File: config.mk
export PLATFORM = sky130hd
export DESIGN_NAME = usb_rx_deframe
export DESIGN_NICKNAME = d
export VERILOG_FILES = /design/src/rtl/usb_pkg.sv /design/src/rtl/usb_crc_check.sv /design/src/rtl/usb_rx_deframe.sv
export SDC_FILE = /design/constraint.sdc
export NUM_CORES = 1
export LEC_CHECK = 0
export ABC_AREA = 1
export CAP_MARGIN = 20
export CORE_UTILIZATION = 45
export CTS_BUF_LIST = sky130_fd_sc_hd__clkbuf_16
export DETAILED_ROUTE_END_ITERATION = 10
export GPL_ROUTABILITY_DRIVEN = 0
export PLACE_DENSITY_LB_ADDON = 0.2
export SLEW_MARGIN = 10
export SYNTH_ARGS = -nofsm -noshare
export SYNTH_HDL_FRONTEND = slang
export SYNTH_SLANG_ARGS = --single-unit
File: constraint.sdc
create_clock -name clk4x -period 1.7 [get_ports clk4x]
set_input_delay 0.255 -clock clk4x [delete_from_list [all_inputs] [get_ports clk4x]]
set_output_delay 0.255 -clock clk4x [all_outputs]
set_load 0.005 [all_outputs]
File: src/rtl/usb_pkg.sv
// Shared definitions for the USB receive deframer.
//   - FSM state encodings (IDLE / DATA / ERR)
//   - per-packet error codes reported with rx_eop
//   - PID type field values (pid[1:0])
//   - CRC5 / CRC16 polynomials and good-packet residuals
//   - pid_ok(): PID check-nibble test
package usb_pkg;

  typedef logic [1:0] state_t;
  localparam state_t ST_IDLE = 2'd0;
  localparam state_t ST_DATA = 2'd1;
  localparam state_t ST_ERR  = 2'd2;

  localparam logic [2:0] ERR_NONE  = 3'd0;
  localparam logic [2:0] ERR_STUFF = 3'd1;
  localparam logic [2:0] ERR_PID   = 3'd2;
  localparam logic [2:0] ERR_ALIGN = 3'd3;
  localparam logic [2:0] ERR_CRC   = 3'd4;
  localparam logic [2:0] ERR_OVF   = 3'd5;

  localparam logic [1:0] PID_TYPE_TOKEN = 2'b01;
  localparam logic [1:0] PID_TYPE_DATA  = 2'b11;

  localparam logic [4:0]  CRC5_POLY   = 5'h05;
  localparam logic [4:0]  CRC5_RESID  = 5'b01100;
  localparam logic [15:0] CRC16_POLY  = 16'h8005;
  localparam logic [15:0] CRC16_RESID = 16'h800D;

  // Upper nibble of a PID is the ones-complement of the lower nibble.
  function automatic logic pid_ok(input logic [7:0] pid);
    return pid[3:0] == ~pid[7:4];
  endfunction

endpackage

File: src/rtl/usb_crc_check.sv
// Serial USB CRC checker. Bits are fed in wire order; the transmitted
// (inverted) CRC is fed through the same register, so a good packet leaves
// the fixed residual behind.
// Ports:
//   clk, rst   - clock, async active-high reset
//   init       - preset both registers to all ones (priority over en)
//   en         - shift bit_in into the CRC registers
//   bit_in     - destuffed data bit
//   crc16_sel  - 1: judge CRC16 residual, 0: judge CRC5 residual
//   ok         - selected register holds the good-packet residual
module usb_crc_check
  import usb_pkg::*;
(
  input  logic clk,
  input  logic rst,
  input  logic init,
  input  logic en,
  input  logic bit_in,
  input  logic crc16_sel,
  output logic ok
);

  logic [4:0]  crc5;
  logic [15:0] crc16;
  logic        fb5, fb16;

  assign fb5  = bit_in ^ crc5[4];
  assign fb16 = bit_in ^ crc16[15];

  always_ff @(posedge clk or posedge rst) begin
    if (rst) begin
      crc5  <= '1;
      crc16 <= '1;
    end else if (init) begin
      crc5  <= '1;
      crc16 <= '1;
    end else if (en) begin
      crc5  <= {crc5[3:0], 1'b0} ^ (fb5 ? CRC5_POLY : 5'd0);
      crc16 <= {crc16[14:0], 1'b0} ^ (fb16 ? CRC16_POLY : 16'd0);
    end
  end

  assign ok = crc16_sel ? (crc16 == CRC16_RESID) : (crc5 == CRC5_RESID);

endmodule

File: src/rtl/usb_rx_deframe.sv
// USB receive deframer: SYNC hunt, bit unstuffing, LSB-first byte assembly,
// SOP/EOP framing and a per-packet error code. Single clock domain (clk4x).
// Optional macro USB_RX_CRC_EN builds a CRC5/CRC16 check (error code 4).
// Ports:
//   clk4x, reset          - clock, async active-high reset
//   bit_clk, bit_in, se0  - decoded bit stream from nrzi_decode
//   rx_active             - high from SYNC until EOP
//   rx_data, rx_valid     - assembled byte + one-cycle strobe
//   rx_sop                - with rx_valid on the PID byte
//   rx_eop                - one-cycle end-of-packet pulse
//   rx_err, rx_err_code   - packet status, meaningful with rx_eop
module usb_rx_deframe
  import usb_pkg::*;
#(
  parameter int MAX_BYTES      = 1027,
  parameter int MIN_SYNC_ZEROS = 5
) (
  input  logic       clk4x,
  input  logic       reset,
  input  logic       bit_clk,
  input  logic       bit_in,
  input  logic       se0,
  output logic       rx_active,
  output logic [7:0] rx_data,
  output logic       rx_valid,
  output logic       rx_sop,
  output logic       rx_eop,
  output logic       rx_err,
  output logic [2:0] rx_err_code
);

  localparam int BCW = $clog2(MAX_BYTES + 1);
  localparam int ZW  = $clog2(MIN_SYNC_ZEROS + 1) + 1;

  state_t         state;
  logic           bit_clk_q, strobe;
  logic [ZW-1:0]  zero_cnt;
  logic [2:0]     ones_cnt, bit_cnt, err_code, eop_code;
  logic [BCW-1:0] byte_cnt;
  logic [7:0]     shreg, new_byte;
  logic           crc_bad;

  assign strobe   = bit_clk & ~bit_clk_q;
  assign new_byte = {bit_in, shreg[7:1]};

  // An already-recorded error outranks anything discovered at EOP.
  assign eop_code = (err_code != ERR_NONE)              ? err_code  :
                    (bit_cnt != 3'd0 || byte_cnt == '0) ? ERR_ALIGN :
                    crc_bad                             ? ERR_CRC   : ERR_NONE;

`ifdef USB_RX_CRC_EN
  logic [1:0] pid_type;
  logic       crc_ok, crc_init, crc_en;

  // Only destuffed data bits after the PID feed the CRC.
  assign crc_init = strobe && state == ST_IDLE;
  assign crc_en   = strobe && state == ST_DATA && !se0 && ones_cnt != 3'd6 &&
                    byte_cnt != '0;
  assign crc_bad  = (pid_type == PID_TYPE_TOKEN || pid_type == PID_TYPE_DATA) &&
                    !crc_ok;

  always_ff @(posedge clk4x or posedge reset) begin
    if (reset)
      pid_type <= 2'b00;
    else if (strobe && state == ST_DATA && !se0 && ones_cnt != 3'd6 &&
             bit_cnt == 3'd7 && byte_cnt == '0)
      pid_type <= new_byte[1:0];
  end

  usb_crc_check u_crc (
    .clk      (clk4x),
    .rst      (reset),
    .init     (crc_init),
    .en       (crc_en),
    .bit_in   (bit_in),
    .crc16_sel(pid_type == PID_TYPE_DATA),
    .ok       (crc_ok)
  );
`else
  assign crc_bad = 1'b0;
`endif

  always_ff @(posedge clk4x or posedge reset) begin
    if (reset) begin
      state       <= ST_IDLE;
      bit_clk_q   <= 1'b0;
      zero_cnt    <= '0;
      ones_cnt    <= 3'd0;
      bit_cnt     <= 3'd0;
      byte_cnt    <= '0;
      shreg       <= 8'd0;
      err_code    <= ERR_NONE;
      rx_active   <= 1'b0;
      rx_data     <= 8'd0;
      rx_valid    <= 1'b0;
      rx_sop      <= 1'b0;
      rx_eop      <= 1'b0;
      rx_err      <= 1'b0;
      rx_err_code <= ERR_NONE;
    end else begin
      bit_clk_q   <= bit_clk;
      rx_valid    <= 1'b0;
      rx_sop      <= 1'b0;
      rx_eop      <= 1'b0;
      rx_err      <= 1'b0;
      rx_err_code <= ERR_NONE;
      if (strobe) begin
        case (state)
          ST_IDLE: begin
            if (bit_in) begin
              if (zero_cnt >= ZW'(MIN_SYNC_ZEROS)) begin
                state     <= ST_DATA;
                ones_cnt  <= 3'd1;   // SYNC's closing 1 counts toward stuffing
                bit_cnt   <= 3'd0;
                byte_cnt  <= '0;
                err_code  <= ERR_NONE;
                rx_active <= 1'b1;
              end
              zero_cnt <= '0;
            end else if (zero_cnt < ZW'(MIN_SYNC_ZEROS)) begin
              zero_cnt <= zero_cnt + ZW'(1);
            end
          end
          ST_DATA: begin
            if (se0) begin
              rx_eop      <= 1'b1;
              rx_err      <= eop_code != ERR_NONE;
              rx_err_code <= eop_code;
              rx_active   <= 1'b0;
              state       <= ST_IDLE;
            end else if (ones_cnt == 3'd6) begin
              if (bit_in) begin
                if (err_code == ERR_NONE) err_code <= ERR_STUFF;
                state <= ST_ERR;
              end else begin
                ones_cnt <= 3'd0;
              end
            end else begin
              shreg    <= new_byte;
              ones_cnt <= bit_in ? ones_cnt + 3'd1 : 3'd0;
              bit_cnt  <= bit_cnt + 3'd1;
              if (bit_cnt == 3'd7) begin
                if (byte_cnt == BCW'(MAX_BYTES)) begin
                  if (err_code == ERR_NONE) err_code <= ERR_OVF;
                  state <= ST_ERR;
                end else begin
                  rx_valid <= 1'b1;
                  rx_data  <= new_byte;
                  rx_sop   <= byte_cnt == '0;
                  byte_cnt <= byte_cnt + BCW'(1);
                  if (byte_cnt == '0 && !pid_ok(new_byte) && err_code == ERR_NONE)
                    err_code <= ERR_PID;
                end
              end
            end
          end
          ST_ERR: begin
            if (se0) begin
              rx_eop      <= 1'b1;
              rx_err      <= 1'b1;
              rx_err_code <= err_code;
              rx_active   <= 1'b0;
              state       <= ST_IDLE;
            end
          end
          default: state <= ST_IDLE;
        endcase
      end
    end
  end

endmodule

Yosys cells after proc, flatten, opt, wreduce, memory -nomap -nowiden
Cells that the tools add are included.
{"block": "word_totals", "out_inout_bits": 16, "mem_count": 0, "register_bits": 51, "inputBits": 5, "ramBits": 0, "elab_cells": 140, "mem_bits_ro": 0, "latch_bits": 0}
{"block": "op_classes", "n_reduce_logical": 23, "n_bitwise": 6, "div": 0, "n_mux": 67, "eq_ne": 23, "magnitude_cmp": 2, "add_sub_neg": 4, "mul": 0, "shifts": 0}
{"cell": "11-bit two-way mux", "count": 6}
{"cell": "3-bit two-way mux", "count": 22}
{"cell": "3-bit case mux with 2 select lines", "count": 4}
{"cell": "11-bit case mux with 2 select lines", "count": 1}
{"cell": "1-bit two-way mux", "count": 20}
{"cell": "2-bit two-way mux", "count": 9}
{"cell": "6-bit AND reduction", "count": 3}
{"cell": "4-bit inequality test (second input constant)", "count": 4}
{"cell": "3-bit inequality test (second input constant)", "count": 5}
{"cell": "2-bit inequality test (second input constant)", "count": 7}
{"cell": "11-bit by 1-bit adder with 11-bit output (second input constant)", "count": 1}
{"cell": "11-bit equality test (second input constant)", "count": 1}
{"cell": "11-bit logical NOT", "count": 1}
{"cell": "10-bit AND reduction", "count": 1}
{"cell": "3-bit nonzero test", "count": 3}
{"cell": "4-bit two-way mux", "count": 2}
{"cell": "8-bit AND reduction", "count": 1}
{"cell": "7-bit AND reduction", "count": 1}
{"cell": "3-bit by 1-bit adder with 3-bit output (second input constant)", "count": 2}
{"cell": "3-bit equality test (second input constant)", "count": 2}
{"cell": "2-bit case mux with 3 select lines", "count": 1}
{"cell": "2-bit nonzero test", "count": 3}
{"cell": "5-bit AND reduction", "count": 1}
{"cell": "4-bit by 1-bit adder with 4-bit output (second input constant)", "count": 1}
{"cell": "18 further kinds", "count": 23}

Logic depth before layout (Yosys ltp)
Gate-level depths: netlist of the first run.
{"block": "logic_depth", "word_depth": 11, "ltp_mapped": 13, "mapped_depth_nobuf": 12}

Least setup slack after synthesis of the first run
OpenSTA, ideal clock, no wires.
{"block": "synth_timing", "kind": "register -> register", "startpoint": "reg state[1]", "endpoint": "reg err_code[0]", "setup_ns": 0.117, "n_path_buf": 1, "path_stages_with_launch": 13, "t_required_ns": 1.583, "period_less_slack_ns": 1.599, "arrival_ns": 1.483, "slack_ns": 0.101, "path_cell_list": "dfrtp_1 > inv_1 > ha_1 > buf_4 > inv_1 > nor2_1 > nand2_1 > nand2_1 > nand3b_1 > nor2_2 > nand2_1 > nand2_1 > nand2_1"}
{"block": "synth_via", "elab_chain_len": 3, "word_cells_on_any_way": 13, "cone_classes": "eq/ne: 9; mux: 1; reduce/logical: 3"}
{"element": "start, declared", "line_no": "usb_rx_deframe.sv:35", "rtl": "state_t state;"}
{"element": "start signal, assigned", "line_no": "usb_rx_deframe.sv:85", "rtl": "state <= ST_IDLE;"}
{"element": "start signal, assigned", "line_no": "usb_rx_deframe.sv:112", "rtl": "state <= ST_DATA;"}
{"element": "start signal, assigned", "line_no": "usb_rx_deframe.sv:130", "rtl": "state <= ST_IDLE;"}
{"element": "2-bit by 1-bit equality test with 1-bit output / 2-bit logical NOT (equally long branches)", "line_no": "usb_rx_deframe.sv:108", "rtl": "case (state)"}
{"element": "4-bit inequality test (no line), or another cell as far along"}
{"element": "10-bit AND reduction (no line)"}
{"element": "end signal, assigned", "line_no": "usb_rx_deframe.sv:116", "rtl": "err_code <= ERR_NONE;"}
{"element": "end signal, assigned", "line_no": "usb_rx_deframe.sv:133", "rtl": "if (err_code == ERR_NONE) err_code <= ERR_STUFF;"}
{"element": "end signal, assigned", "line_no": "usb_rx_deframe.sv:144", "rtl": "if (err_code == ERR_NONE) err_code <= ERR_OVF;"}
{"element": "end, declared", "line_no": "usb_rx_deframe.sv:38", "rtl": "logic [2:0] ones_cnt, bit_cnt, err_code, eop_code;"}
Parallel ways exist; a longest one is shown, timed or not.
A chain may end at the register's enable or synchronous reset.

Final worst setup path of the first run
{"block": "layout_timing", "startpoint": "reg state[0]", "endpoint": "reg err_code[2]"}
Same word-level chain as after synthesis.

==> results of run 1 <==
-- worst register-to-register path, cell delays in order (launching register included) --
cell	delay, ns
sky130_fd_sc_hd__dfrtp_1	0.39
sky130_fd_sc_hd__buf_4	0.15
sky130_fd_sc_hd__ha_4	0.19
sky130_fd_sc_hd__buf_6	0.14
sky130_fd_sc_hd__nand3_2	0.06
sky130_fd_sc_hd__nand2_1	0.06
sky130_fd_sc_hd__nand3b_1	0.16
sky130_fd_sc_hd__nor2_2	0.15
sky130_fd_sc_hd__buf_4	0.14
sky130_fd_sc_hd__nand2_1	0.06
sky130_fd_sc_hd__nand2_1	0.07
-- final timing paths --
kind | from | end | slack (ns) | depth (start not counted)
max | state[0] | err_code[2] | 0.08 | 10
max reg2reg | state[0] | err_code[2] | 0.08 | 10
max in group asynchronous | reset | rx_err_code[2] | 1.15 | 3
min | reset | rx_sop | 0.33 | 3
min in group clk4x | bit_clk | bit_clk_q | 0.43 | 1
min reg2reg | rx_data[4] | rx_data[4] | 0.49 | 1
-- cells in the mapped netlist (all sizes together) --
cell and number:
nand2 120, dfrtp 50, inv 44, nor2 34
nand3 20, o21ai 19, ha 13, o21a 8
nor3 7, a21oi 6, nand4 5, buf 4
xnor2 4, xor2 4, o31ai 3, clkbuf 2
a31oi 1, nand3b 1, nor3b 1, o21bai 1
o22ai 1, o41ai 1, or2 1
-- kinds of logic after synthesis --
logic type	Yosys count	share of synthesized area, %
AO/OA/AOI/OAI	40	8.87
adder cells (fa/ha/maj)	13	5.82
flip-flops	50	44.8
XOR/XNOR	8	2.51
buffers and inverters	50	7.66
AND/OR/NAND/NOR	189	30.4
-- area by class of cell --
class / count / area share [%]
multi-input cells: 250 / 39.2
clock inverters: 3 / 1.33
flip-flops and latches: 50 / 34.9
inverters: 44 / 4.68
well taps: 75 / 2.62
repair buffers: 57 / 13.8
clock buffers: 5 / 3.49
-- repair_timing --
item,in CTS,in global routing
buffers inserted,1,5
endpoints found under the setup margin,14,34
hold buffers,0,0
cloned,0,0
endpoints found under the hold margin,0,0
resized for setup,7,21
pin swaps,0,7
-- where the power goes --
part | total [W] | switching (W) | internal (W) | leakage [nW]
Combinational | 0.00219 | 0.00119 | 0.000996 | 1.00
Clock | 0.00116 | 0.000457 | 0.000702 | 0.0844
Sequential | 0.00167 | 0.000202 | 0.00147 | 0.669
-- flip-flops by register name, summed over array words and instances (netlist names), 2 cells and up --
signal       cells
byte_cnt        11
rx_data          8
shreg            7
zero_cnt         4
bit_cnt          3
err_code         3
ones_cnt         3
rx_err_code      3
state            2
-- through the flow --
step                      utilization [%]  instance area (µm²)  TNS [ns]  hold slack, ns
after global placement               55.1                 3280     -2.01           0.464
after global routing                 60.2                 3590    -0.228           0.365
final                                60.2                 3590         0           0.330
after floorplan                         -                 2790         0           0.286
after CTS                            58.6                 3490         0           0.344
after detailed placement             55.1                 3280     -2.74           0.468
-- routing by layer --
| metal | global-route usage [%] | up-vias |
|---|---|---|
| li1 | - | 1224 |
| met1 | 25.2 | 1090 |
| met2 | 32.8 | 23 |
| met3 | 3.71 | 5 |
| met4 | 4.29 | 0 |
| met5 | 0 | - |
==> impl_metrics.prom, run 1 <==
# TYPE chip_impl_metric gauge
chip_impl_metric{name="first_pass_iters",unit=""} 4
chip_impl_info{name="synthDominantAreaCellType",value="sky130_fd_sc_hd__dfrtp_1"} 1
chip_impl_metric{name="finalNonFillerCells",unit=""} 484
chip_impl_metric{name="multiInputGateArea",unit="mm²"} 0.00141
chip_impl_metric{name="die_h",unit="µm"} 80.8
chip_impl_metric{name="cts_made_buffers",unit=""} 5
chip_impl_info{name="clock_tree_from_tritoncts",value="yes"} 1
chip_impl_metric{name="grt_usage",unit="%"} 19.2
chip_impl_metric{name="netlist.area_leader.share",unit="%"} 44.8
chip_impl_metric{name="grt_pass1_vias",unit=""} 2236
chip_impl_info{name="topRoutingLayerUsed",value="met4"} 1
chip_impl_metric{name="drt_wl_total",unit="µm"} 5750
chip_impl_metric{name="ant_nets",unit=""} 0
chip_impl_info{name="critical_path.slowest_cell",value="sky130_fd_sc_hd__dfrtp_1"} 1
chip_impl_metric{name="worstSkewPairLatency",unit="ns"} 0.29
chip_impl_metric{name="worstPathMaxFanout",unit=""} 6
chip_impl_metric{name="flow.area_growth_from_synthesis",unit="%"} 28.3
chip_impl_metric{name="cts.clk_slew.worst_paths",unit="ns"} 0.07
chip_impl_metric{name="layout_min_cycle_time",unit="ns"} 1.62
chip_impl_metric{name="dpl.cell_count",unit=""} 470
chip_impl_metric{name="m1WireLength",unit="µm"} 2800
chip_impl_metric{name="grt_start_max_net_pins",unit=""} 51
chip_impl_metric{name="die_area",unit="mm²"} 0.00653
chip_impl_info{name="crit_path_start_kind",value="flip-flop"} 1
chip_impl_metric{name="route.met2.wl",unit="µm"} 2780
chip_impl_metric{name="finClkSkew",unit="ns"} 0.00627
chip_impl_info{name="mostFrequentLayoutCell",value="sky130_fd_sc_hd__nand2_1"} 1
chip_impl_info{name="synthTopCellsByArea",value="sky130_fd_sc_hd__dfrtp_1, sky130_fd_sc_hd__nand2_1, sky130_fd_sc_hd__ha_1"} 1
chip_impl_metric{name="worstMarginPinSlew",unit="ns"} 0.312
chip_impl_metric{name="pwr_density_cell",unit="mW/mm²"} 1400
chip_impl_metric{name="drt_first_iter_violations",unit=""} 101
chip_impl_info{name="mostFrequentLayoutCells",value="sky130_fd_sc_hd__nand2_1, sky130_fd_sc_hd__dfrtp_1, sky130_fd_sc_hd__inv_1, sky130_fd_sc_hd__buf_4, sky130_fd_sc_hd__nor2_1"} 1
chip_impl_metric{name="cell_count_after_synthesis",unit=""} 350
chip_impl_metric{name="grt-ovfl-total",unit=""} 0
chip_impl_metric{name="final_min_period_over_clock_period",unit="%"} 95.5
chip_impl_metric{name="vias_per_cell",unit=""} 4.84
chip_impl_info{name="rsz0062_at_grt",value="true"} 1
chip_impl_metric{name="nets",unit=""} 426
chip_impl_metric{name="final_hold_viol_count",unit=""} 0
chip_impl_metric{name="synthesis.area_per_instance",unit="µm²"} 7.98
chip_impl_metric{name="slew_headroom",unit="%"} 78.9
chip_impl_metric{name="max_freq",unit="MHz"} 616
chip_impl_metric{name="placement_rows",unit=""} 28
chip_impl_metric{name="wire_per_inst",unit="µm"} 11.9
chip_impl_metric{name="antenna_violations_before_repair",unit=""} 0
chip_impl_metric{name="yosys.cell_types.count",unit=""} 33
chip_impl_metric{name="clock_sinks",unit=""} 50
chip_impl_metric{name="synth.cell_area",unit="mm²"} 0.00279
chip_impl_metric{name="remaining_drc_errors",unit=""} 0
chip_impl_info{name="path_delay_family",value="simple AND/OR/NAND/NOR gates"} 1
chip_impl_metric{name="seqCellArea",unit="mm²"} 0.00125
chip_impl_metric{name="max-cap-violations",unit=""} 0
chip_impl_metric{name="worstPathArrival",unit="ns"} 1.86
chip_impl_metric{name="chipWidth",unit="µm"} 80.8
chip_impl_metric{name="port_buffers",unit=""} 20
chip_impl_metric{name="crit_path_required_time",unit="ns"} 1.93
chip_impl_info{name="outcome",value="completed"} 1
chip_impl_metric{name="setup_ws",unit="ns"} 0.0759
chip_impl_metric{name="seq_area_frac_synth",unit="%"} 44.8
chip_impl_metric{name="pin_count",unit=""} 21
chip_impl_info{name="path_class",value="flip-flop to flip-flop"} 1
chip_impl_metric{name="n_fill_cell",unit=""} 522
chip_impl_metric{name="dp_hpwl",unit="µm"} 4110
chip_impl_metric{name="layout-drive-gt1-share",unit="%"} 22.0
chip_impl_info{name="critical_path.most_common_cell",value="sky130_fd_sc_hd__nand2_1"} 1
chip_impl_info{name="clock-root-buffer",value="sky130_fd_sc_hd__clkbuf_16"} 1
chip_impl_metric{name="post_synthesis_sequential_element_count",unit=""} 50
chip_impl_metric{name="htree_levels",unit=""} 2
chip_impl_metric{name="totalPowerFinal",unit="W"} 0.00502
chip_impl_metric{name="yosysWarnings",unit=""} 0
chip_impl_metric{name="cp.buffers_inverters",unit=""} 3
chip_impl_metric{name="floorplan.core_area",unit="mm²"} 0.00596
chip_impl_metric{name="p_leak",unit="nW"} 1.76
chip_impl_metric{name="routed-via-count",unit=""} 2342
chip_impl_metric{name="report.final.slew_viol_count",unit=""} 0
chip_impl_metric{name="antenna_fix_cells",unit=""} 0
chip_impl_metric{name="cp_slowest_stage_delay",unit="ns"} 0.39
chip_impl_metric{name="route.met3.wl",unit="µm"} 132
chip_impl_metric{name="pre_cts_ws",unit="ns"} -0.157
chip_impl_info{name="cp-end-kind",value="flip-flop"} 1
chip_impl_info{name="hold_path.class",value="input pin to async pin"} 1
chip_impl_metric{name="synthesis.nets",unit=""} 368
chip_impl_info{name="crit_path_cell_trace",value="buf_4 > ha_4 > buf_6 > nand3_2 > nand2_1 > nand3b_1 > nor2_2 > buf_4 > nand2_1 > nand2_1"} 1
chip_impl_metric{name="max-clock-path-buffers",unit=""} 2
chip_impl_metric{name="irDropWorstVdd",unit="mV"} 0.853
chip_impl_metric{name="final-setup-viol-count",unit=""} 0
chip_impl_metric{name="initial_standard_cell_utilization_of_the_core",unit="%"} 46.9
chip_impl_metric{name="first_pass_grt_wire_length",unit="µm"} 9780
(Power assumes the default switching activity.)
==> inputs of run 2 (changes only) <==
- CORE_UTILIZATION: 45 -> 53
==> run 2 against run 1 <==
Compared with the run above:
- wire length about the same
- worst hold slack worse by 0.0016 ns
- highest routed layer unchanged
- clock skew up 0.0014 ns
- first-iteration DRC count up 60%
- critical endpoint is now err_code[0]
- critical path type unchanged
==> impl_metrics.prom, run 2 (synthesized netlist as in run 1, its figures left out) <==
# TYPE chip_impl_metric gauge
chip_impl_metric{name="layout-drive-gt1-share",unit="%"} 23.1
chip_impl_metric{name="finalNonFillerCells",unit=""} 482
chip_impl_metric{name="first_pass_iters",unit=""} 4
chip_impl_metric{name="max-clock-path-buffers",unit=""} 2
chip_impl_metric{name="worstSkewPairLatency",unit="ns"} 0.29
chip_impl_metric{name="cp_slowest_stage_delay",unit="ns"} 0.40
chip_impl_metric{name="remaining_drc_errors",unit=""} 0
chip_impl_metric{name="finClkSkew",unit="ns"} 0.00768
chip_impl_metric{name="dp_hpwl",unit="µm"} 4040
chip_impl_metric{name="grt-ovfl-total",unit=""} 0
chip_impl_metric{name="vias_per_cell",unit=""} 4.92
chip_impl_info{name="cp-end-kind",value="flip-flop"} 1
chip_impl_metric{name="report.final.slew_viol_count",unit=""} 0
chip_impl_metric{name="pin_count",unit=""} 21
chip_impl_metric{name="ant_nets",unit=""} 0
chip_impl_metric{name="die_area",unit="mm²"} 0.00557
chip_impl_metric{name="grt_pass1_vias",unit=""} 2135
chip_impl_metric{name="irDropWorstVdd",unit="mV"} 0.902
chip_impl_metric{name="cts_made_buffers",unit=""} 5
chip_impl_metric{name="slew_headroom",unit="%"} 78.1
chip_impl_metric{name="pwr_density_cell",unit="mW/mm²"} 1360
chip_impl_metric{name="port_buffers",unit=""} 20
chip_impl_metric{name="cp.buffers_inverters",unit=""} 2
chip_impl_info{name="outcome",value="completed"} 1
chip_impl_info{name="registers.top_by_ff_count",value="byte_cnt"} 1
chip_impl_metric{name="wire_per_inst",unit="µm"} 11.9
chip_impl_metric{name="chipWidth",unit="µm"} 74.6
chip_impl_metric{name="max-cap-violations",unit=""} 0
chip_impl_metric{name="initial_standard_cell_utilization_of_the_core",unit="%"} 54.7
chip_impl_metric{name="htree_levels",unit=""} 2
chip_impl_metric{name="max_freq",unit="MHz"} 599
chip_impl_metric{name="cts.clk_slew.worst_paths",unit="ns"} 0.07
chip_impl_metric{name="nets",unit=""} 429
chip_impl_metric{name="final-setup-viol-count",unit=""} 0
chip_impl_metric{name="antenna_fix_cells",unit=""} 0
chip_impl_metric{name="drt_first_iter_violations",unit=""} 162
chip_impl_info{name="layout_top_registers",value="byte_cnt (11), rx_data (8), shreg (7)"} 1
chip_impl_metric{name="rrSetupSlack",unit="ns"} 0.03
chip_impl_metric{name="dpl.cell_count",unit=""} 463
chip_impl_metric{name="layout_min_cycle_time",unit="ns"} 1.67
chip_impl_info{name="rsz0062_at_grt",value="true"} 1
chip_impl_metric{name="finalSetupTns",unit="ns"} 0
chip_impl_metric{name="crit_path_required_time",unit="ns"} 1.88
chip_impl_metric{name="worstPathArrival",unit="ns"} 1.84
chip_impl_info{name="mostFrequentLayoutCell",value="sky130_fd_sc_hd__nand2_1"} 1
chip_impl_info{name="crit_path_start_kind",value="flip-flop"} 1
chip_impl_metric{name="first_pass_grt_wire_length",unit="µm"} 9240
chip_impl_metric{name="antenna_violations_before_repair",unit=""} 0
chip_impl_info{name="clock-root-buffer",value="sky130_fd_sc_hd__clkbuf_16"} 1
chip_impl_metric{name="worstMarginPinSlew",unit="ns"} 0.326
chip_impl_metric{name="p_leak",unit="nW"} 1.76
chip_impl_info{name="mostFrequentLayoutCells",value="sky130_fd_sc_hd__nand2_1, sky130_fd_sc_hd__dfrtp_1, sky130_fd_sc_hd__inv_1, sky130_fd_sc_hd__buf_4, sky130_fd_sc_hd__nor2_1"} 1
chip_impl_info{name="path_delay_family",value="simple AND/OR/NAND/NOR gates"} 1
chip_impl_metric{name="grt_start_max_net_pins",unit=""} 51
chip_impl_metric{name="floorplan.core_area",unit="mm²"} 0.00511
chip_impl_metric{name="grt_usage",unit="%"} 21.8
chip_impl_metric{name="drt_wl_total",unit="µm"} 5750
chip_impl_metric{name="final_hold_viol_count",unit=""} 0
chip_impl_info{name="critical_path.most_common_cell",value="sky130_fd_sc_hd__nand2_1"} 1
chip_impl_info{name="critical_path.slowest_cell",value="sky130_fd_sc_hd__dfrtp_1"} 1
chip_impl_info{name="crit_path_cell_trace",value="buf_6 > ha_4 > inv_2 > nor2_1 > nand2_1 > nand2_1 > nand3b_1 > nor2_2 > nand2_2 > nand2_1 > nand2_1"} 1
chip_impl_metric{name="flow.area_growth_from_synthesis",unit="%"} 29.9
chip_impl_metric{name="die_h",unit="µm"} 74.6
chip_impl_info{name="clock_tree_from_tritoncts",value="yes"} 1
chip_impl_metric{name="largest_register_ff_count",unit=""} 11
chip_impl_metric{name="routed-via-count",unit=""} 2370
chip_impl_metric{name="placement_rows",unit=""} 26
chip_impl_info{name="hold_path.class",value="input pin to async pin"} 1
chip_impl_metric{name="final_min_period_over_clock_period",unit="%"} 98.2
chip_impl_metric{name="worstPathMaxFanout",unit=""} 7
chip_impl_info{name="path_class",value="flip-flop to flip-flop"} 1
chip_impl_metric{name="clock_sinks",unit=""} 50
run 2: cell types whose count changed in the layout (fill, tap and decap cells not counted), moves of 3 or more:
cell / delta
sky130_fd_sc_hd__ha_2: -3
sky130_fd_sc_hd__ha_4: +3
sky130_fd_sc_hd__nand2_1: -3
sky130_fd_sc_hd__nand2_2: +3
run 2: final cells by class:
class,count,area (µm²)
multi-input cells,250,1450
clock inverters,3,20.0
inverters,44,165
fillers,402,1480
clock buffers,5,125
well taps,70,87.6
flip-flops and latches,50,1250
repair buffers,60,533
run 2: metal layers:
layer | global-route usage, % | vias up | routed length (µm)
li1 | - | 1226 | -
met1 | 28.8 | 1109 | 2730
met2 | 36.9 | 28 | 2830
met3 | 3.93 | 7 | 143
met4 | 5.24 | 0 | 48
met5 | 0 | - | 0
run 2: path summary, 6_finish.rpt:
path                                 start          end  cells after the start
worst max-delay path              state[0]  err_code[0]                     11
worst min-delay path                 reset     shreg[5]                      3
worst max register to register    state[0]  err_code[0]                     11
worst min register to register  rx_data[2]   rx_data[2]                      1
max in group asynchronous            reset  byte_cnt[1]                      3
min in group clk4x                 bit_clk    bit_clk_q                      1
run 2: worst min-delay path, stage by stage:
cell	delay, ns
sky130_fd_sc_hd__clkdlybuf4s50_1	0.41
sky130_fd_sc_hd__inv_2	0.07
sky130_fd_sc_hd__buf_12	0.26
run 2: through the flow:
step / util, % / hold slack [ns] / instance area (µm²) / setup slack (ns) / power (W)
final: 71.1 / 0.329 / 3630 / 0.0312 / 0.00494
after floorplan: - / 0.286 / 2790 / 0.101 / 0.00288
after detailed placement: 64.1 / 0.466 / 3280 / -0.191 / 0.00355
after global routing: 71.1 / 0.370 / 3630 / -0.0882 / 0.00532
after CTS: 67.4 / 0.340 / 3440 / 0.00979 / 0.00459
after global placement: 64.1 / 0.462 / 3280 / -0.114 / 0.00350
run 2: power by group:
group	internal [W]	switching, W	total [W]	leakage (nW)
Combinational	0.00104	0.00123	0.00227	1.02
Clock	0.000546	0.000441	0.000987	0.0679
Sequential	0.00147	0.000212	0.00168	0.669
Total	0.00306	0.00188	0.00494	1.76
run 2: timing repair:
item	CTS	global route
hold buffers	0	0
endpoints found under the setup margin	12	33
buffers inserted	0	11
pin swaps	1	16
resized for setup	5	30
==> inputs of run 3 (changes only) <==
- CTS_CLUSTER_DIAMETER: default -> 200
==> results of run 3 <==
Same layout as run 2: the final DEF is identical, and so are final timing and power.
